[src/rtl/match_control.sv]
// Two-fighter match sequencer: countdown, live play with hit/shield/immunity
// handling, round-end hold, and best-of-N match resolution.
//
// state   | meaning
// START   | idle, waiting for a select press to begin a match
// COUNT   | pre-round countdown, hits ignored
// PLAY    | round live, hits evaluated
// RND_END | round-end hold, then decide next round or match result
// WIN     | match won by player, counters frozen until select
// LOSE    | match lost by player, counters frozen until select
module match_control #(
    parameter int MAX_HP        = 3,
    parameter int ROUNDS_TO_WIN = 2,
    parameter int MAX_ROUNDS    = 5,
    parameter int INVULN_CYCLES = 4,
    parameter int COUNT_CYCLES  = 8,
    parameter int END_CYCLES    = 4,
    localparam int HP_W = $clog2(MAX_HP + 1),
    localparam int RW   = $clog2(MAX_ROUNDS + 1),
    localparam int CMAX = (COUNT_CYCLES > END_CYCLES) ? COUNT_CYCLES : END_CYCLES,
    localparam int CW   = (CMAX > 1) ? $clog2(CMAX) : 1
) (
    input  logic            clk,
    input  logic            rst,
    input  logic            select,
    input  logic            player_hit,
    input  logic            enemy_hit,
    input  logic            player_shield,
    input  logic            enemy_shield,
    output logic [2:0]      o_state,
    output logic            o_is_gaming,
    output logic [HP_W-1:0] o_player_hp,
    output logic [HP_W-1:0] o_enemy_hp,
    output logic [RW-1:0]   o_player_rounds,
    output logic [RW-1:0]   o_enemy_rounds,
    output logic [RW-1:0]   o_round_num,
    output logic [CW-1:0]   o_timer,
    output logic            o_player_invuln,
    output logic            o_enemy_invuln
);

    localparam int IW = $clog2(INVULN_CYCLES + 1);

    localparam logic [HP_W-1:0] HP_FULL   = HP_W'(MAX_HP);
    localparam logic [RW-1:0]   RND_GOAL  = RW'(ROUNDS_TO_WIN);
    localparam logic [RW-1:0]   RND_LIMIT = RW'(MAX_ROUNDS);
    localparam logic [CW-1:0]   CNT_LOAD  = CW'(COUNT_CYCLES - 1);
    localparam logic [CW-1:0]   END_LOAD  = CW'(END_CYCLES - 1);
    localparam logic [IW-1:0]   INV_LOAD  = IW'(INVULN_CYCLES);

    typedef enum logic [2:0] {
        ST_START   = 3'd0,
        ST_COUNT   = 3'd1,
        ST_PLAY    = 3'd2,
        ST_RND_END = 3'd3,
        ST_WIN     = 3'd4,
        ST_LOSE    = 3'd5
    } state_t;

    state_t          state_q;
    logic            select_q;
    logic [HP_W-1:0] php_q, ehp_q;
    logic [RW-1:0]   prnd_q, ernd_q, rnum_q;
    logic [CW-1:0]   timer_q;
    logic [IW-1:0]   pinv_q, einv_q;

    logic sel_rise;
    logic p_accept, e_accept;

    assign sel_rise = select & ~select_q;
    assign p_accept = player_hit & ~player_shield & (pinv_q == '0) & (php_q != '0);
    assign e_accept = enemy_hit  & ~enemy_shield  & (einv_q == '0) & (ehp_q != '0);

    // Match sequencer: all state, counters and registered outputs.
    always_ff @(posedge clk or posedge rst) begin
        if (rst) begin
            state_q  <= ST_START;
            select_q <= 1'b0;
            php_q    <= HP_FULL;
            ehp_q    <= HP_FULL;
            prnd_q   <= '0;
            ernd_q   <= '0;
            rnum_q   <= '0;
            timer_q  <= '0;
            pinv_q   <= '0;
            einv_q   <= '0;
        end else begin
            select_q <= select;
            case (state_q)
                ST_START: begin
                    if (sel_rise) begin
                        state_q <= ST_COUNT;
                        prnd_q  <= '0;
                        ernd_q  <= '0;
                        rnum_q  <= '0;
                        php_q   <= HP_FULL;
                        ehp_q   <= HP_FULL;
                        timer_q <= CNT_LOAD;
                    end
                end
                ST_COUNT: begin
                    if (timer_q == '0) begin
                        state_q <= ST_PLAY;
                    end else begin
                        timer_q <= timer_q - 1'b1;
                    end
                end
                ST_PLAY: begin
                    if ((php_q == '0) || (ehp_q == '0)) begin
                        // A double knockout is a draw: nobody is awarded.
                        if ((ehp_q == '0) && (php_q != '0) && (prnd_q != RND_GOAL)) begin
                            prnd_q <= prnd_q + 1'b1;
                        end
                        if ((php_q == '0) && (ehp_q != '0) && (ernd_q != RND_GOAL)) begin
                            ernd_q <= ernd_q + 1'b1;
                        end
                        if (rnum_q != RND_LIMIT) begin
                            rnum_q <= rnum_q + 1'b1;
                        end
                        state_q <= ST_RND_END;
                        timer_q <= END_LOAD;
                        pinv_q  <= '0;
                        einv_q  <= '0;
                    end else begin
                        if (p_accept) begin
                            php_q  <= php_q - 1'b1;
                            pinv_q <= INV_LOAD;
                        end else if (pinv_q != '0) begin
                            pinv_q <= pinv_q - 1'b1;
                        end
                        if (e_accept) begin
                            ehp_q  <= ehp_q - 1'b1;
                            einv_q <= INV_LOAD;
                        end else if (einv_q != '0) begin
                            einv_q <= einv_q - 1'b1;
                        end
                    end
                end
                ST_RND_END: begin
                    if (timer_q == '0) begin
                        if (prnd_q == RND_GOAL) begin
                            state_q <= ST_WIN;
                        end else if (ernd_q == RND_GOAL) begin
                            state_q <= ST_LOSE;
                        end else if (rnum_q == RND_LIMIT) begin
                            // Tied round count at the limit goes to the enemy.
                            state_q <= (prnd_q > ernd_q) ? ST_WIN : ST_LOSE;
                        end else begin
                            state_q <= ST_COUNT;
                            php_q   <= HP_FULL;
                            ehp_q   <= HP_FULL;
                            timer_q <= CNT_LOAD;
                        end
                    end else begin
                        timer_q <= timer_q - 1'b1;
                    end
                end
                ST_WIN, ST_LOSE: begin
                    if (sel_rise) begin
                        state_q <= ST_START;
                    end
                end
                default: state_q <= ST_START;
            endcase
        end
    end

    assign o_state         = state_q;
    assign o_is_gaming     = (state_q == ST_PLAY);
    assign o_player_hp     = php_q;
    assign o_enemy_hp      = ehp_q;
    assign o_player_rounds = prnd_q;
    assign o_enemy_rounds  = ernd_q;
    assign o_round_num     = rnum_q;
    assign o_timer         = timer_q;
    assign o_player_invuln = (pinv_q != '0);
    assign o_enemy_invuln  = (einv_q != '0);

endmodule

[config.mk]
export PLATFORM = sky130hd
export DESIGN_NAME = match_control
export DESIGN_NICKNAME = d
export VERILOG_FILES = /design/src/rtl/match_control.sv
export SDC_FILE = /design/constraint.sdc
export NUM_CORES = 1
export LEC_CHECK = 0
export BUFFER_PORTS_ARGS = -buffer_cell sky130_fd_sc_hd__buf_4
export CAP_MARGIN = 15
export CORE_ASPECT_RATIO = 1.5
export CORE_MARGIN = 3
export CORE_UTILIZATION = 30
export CTS_CLUSTER_DIAMETER = 150
export DETAILED_ROUTE_END_ITERATION = 12
export PLACE_DENSITY = 0.54
export SYNTH_ARGS = -nofsm -noshare
export SYNTH_HDL_FRONTEND = slang
export SYNTH_SLANG_ARGS = --single-unit
[constraint.sdc]
create_clock -name clk -period 2.3 [get_ports clk]
set_input_delay 0.345 -clock clk [delete_from_list [all_inputs] [get_ports clk]]
set_output_delay 0.345 -clock clk [all_outputs]
set_load 0.005 [all_outputs]
==> qor.yml <==
slowest_delay_ns: 0.67
post-cts-setup-buffers: 0
met3_usage_pct: 1.344
r2r_start: "o_timer[0]"
die_height_um: 99.79
gr-usage-met1_pct: 15.36
netSwitchingFraction_pct: 39.75
ios: 29
postLayoutCellArea_um2: 2108
total_power_mw: 2.150
overflow: 0
ys_seq_area_share_pct: 37.27
grt_usage_pct: 12.47
cts_tree: "yes"
post_cts_resized: 0
synthDistinctLibCells: 49
grtUsageMet2_pct: 21.63
layout-drive-gt1-share_pct: 23.08
clkPwrFrac_pct: 12.7
irDropWorstVdd_v: 0.0003754
power.switching_mw: 0.8545
synth_top_area_cell: "dfrtp_1"
worst_slew_margin_rel_pct: 57.76
synth-seq-cells: 26
status: "finished, final reports clean"
clock_latency_ns: 0.27
fin_hold_ws_ns: 0.1190
rr_endpoint: "o_player_hp[0]"
finalSetupTns_ns: 0
htreeDepth: 1
cp.arrival_ns: 2.32
slowest_stage: "a2111oi_2"
die_w_um: 68.53
crit_cells: 6
cp.required_ns: 2.52
routed_wl_um: 3949
min-delay-path-class: "input port to asynchronous set/reset pin"
area_growth_pct: 19.84
cp_max_fo: 5
grt_pass1_wl_um: 6589
hold_viol: 0
worst-slew-pin-transition_ns: 0.6269
grt_max_degree: 27
die_area_um2: 6838
grt-busiest-layer: "met2"
vias: 1477
rows: 33
worstSetupStartpoint: "o_timer[0]"
r2r_slack_ns: 0.20
p_comb_share_pct: 51.8
syn_inst: 188
clockBufferDepth: 2
clock_sinks: 26
critPathBufInv: 1
syn-num-nets: 212
numPortBuffers: 28
start_kind: "flop"
period_minus_slack_ns: 2.096
fin_skew_ns: 0.003267
path_cells: "inv_1, ha_1, nor2b_1, nand4_1, a2111oi_2, a22o_1"
gp_congestion: 0.7340
place_area_um2: 2063
via_per_inst: 5.076
wl_per_cell_um: 13.57
synthTopCellsByArea: "dfrtp_1, ha_1, dfstp_2, inv_1, o21ai_0"
numCtsBuffers: 3
async_flop_share_pct: 100.0
cp_top_family: "compound AO/OA/AOI/OAI gates"
dr.pass1.iters: 4
critPathCapture: "o_player_hp[0]"
slew_viol_final: 0
diodes: 0
drv_cap: 0
cts_hold_buf: 0
drt_iter0_drc: 75
finalSetupViolations: 0
ant_nets: 0
drc: 0
yosysWarnings: 0
final_net_count: 246
cellLeakagePower_nw: 0.9958
seqPwrFrac_pct: 35.6
synth-main-ff-cell: "dfrtp_1"
grt_pass1_vias: 1435
path_class: "flop to flop"
endpoint_kind: "flop"
dpl.hpwl_um: 3095
max_freq_mhz: 477.1
synth_edf_count: 0
synth_top_area_share_pct: 31.29
power.density_nw_per_um2: 1020
core-area_um2: 5574
cts_root_buffer: "clkbuf_8"
antenna_found_initial: 0
reg2reg_depth: 6
initial_core_util_pct: 31.56
period_share_pct: 91.13
p_int_mw: 1.295
yosys-top-cells-count: "dfrtp_1, inv_1, ha_1"
syn_area_um2: 1759
rsz0062_at_grt: "false"
syn_area_per_cell_um2: 9.357
path_clk_slew_ns: 0.09
## cell usage in the layout, fill, tap and decap left out, types with 4 or more instances in the layout
cell type  instances
a21oi_1            5
buf_4             34
inv_1             22
nor2b_1            6
nor2_1             7
nand2b_1           6
o21ai_0           13
nand3_1           10
dfstp_2            4
dfrtp_1           22
nand2_1           15
ha_1              17
## flip-flops by register name, indices dropped and copies added (netlist names)
signal,flops
o_round_num,3
einv_q,3
o_enemy_rounds,3
o_state,3
pinv_q,3
o_player_rounds,3
select_q,1
o_enemy_hp,2
o_timer,3
o_player_hp,2
## worst reg2reg max path, delay by kind of cell (launching register included)
| kind | cells | cell delay (ns) |
|---|---|---|
| buffers and inverters | 1 | 0.09 |
| AO/OA/AOI/OAI | 2 | 0.89 |
| adder cells (fa/ha/maj) | 1 | 0.17 |
| flip-flops | 1 | 0.42 |
| AND/OR/NAND/NOR | 2 | 0.46 |
## worst min path at each step
stage,from,end,slack [ns]
detailed placement,rst,select_q,0.44
CTS,rst,select_q,0.13
global placement,rst,o_timer[1],0.44
floorplan,rst,einv_q[0],0.38
global route,rst,pinv_q[1],0.15
finish,rst,pinv_q[1],0.12
## power by group through the flow
stage	logic (mW)	clock network (mW)	registers, mW
final	1.11	0.273	0.764
after global routing	1.28	0.306	0.794
after CTS	1.13	0.289	0.768
after detailed placement	1.13	0	0.777
after global placement	1.12	0	0.780
after floorplan	0.744	0	0.755
## metal layers
metal  vias to the layer above  wire length (um)
met1                       712              1638
met4                         0                68
met5                         -                 0
met2                        23              2149
met3                         5                93
li1                        737                 -
## stage by stage
stage	std cells	utilization, %	setup slack, ns
3_5_place_dp	287	37.01	0.2155
6_report	291	37.82	0.2040
3_3_place_gp	287	37.01	0.2384
4_1_cts	291	37.82	0.1955
2_1_floorplan	188	-	0.4929
5_1_grt	291	37.82	0.03905
## kinds of logic (layout without fill, tap and decap cells)
family | after synthesis | in the layout | share of synthesized area, %
buf+inv | 28 | 61 | 7.823
flops | 26 | 26 | 37.27
simple gates | 62 | 62 | 19.06
fa+ha+maj | 17 | 17 | 12.09
mux | 5 | 5 | 2.987
xor+xnor | 1 | 1 | 0.4980
compound gates | 49 | 49 | 20.27
## cell type report
type                       instances  area [um2]
sequential                        26       655.6
timing repair buffer              34       255.2
multi-input combinational        134       965.9
tap                               70       87.58
fill                             574        3466
clock buffer                       4       45.04
inverter                          23       98.84
Power figures use the tool's default switching activity.
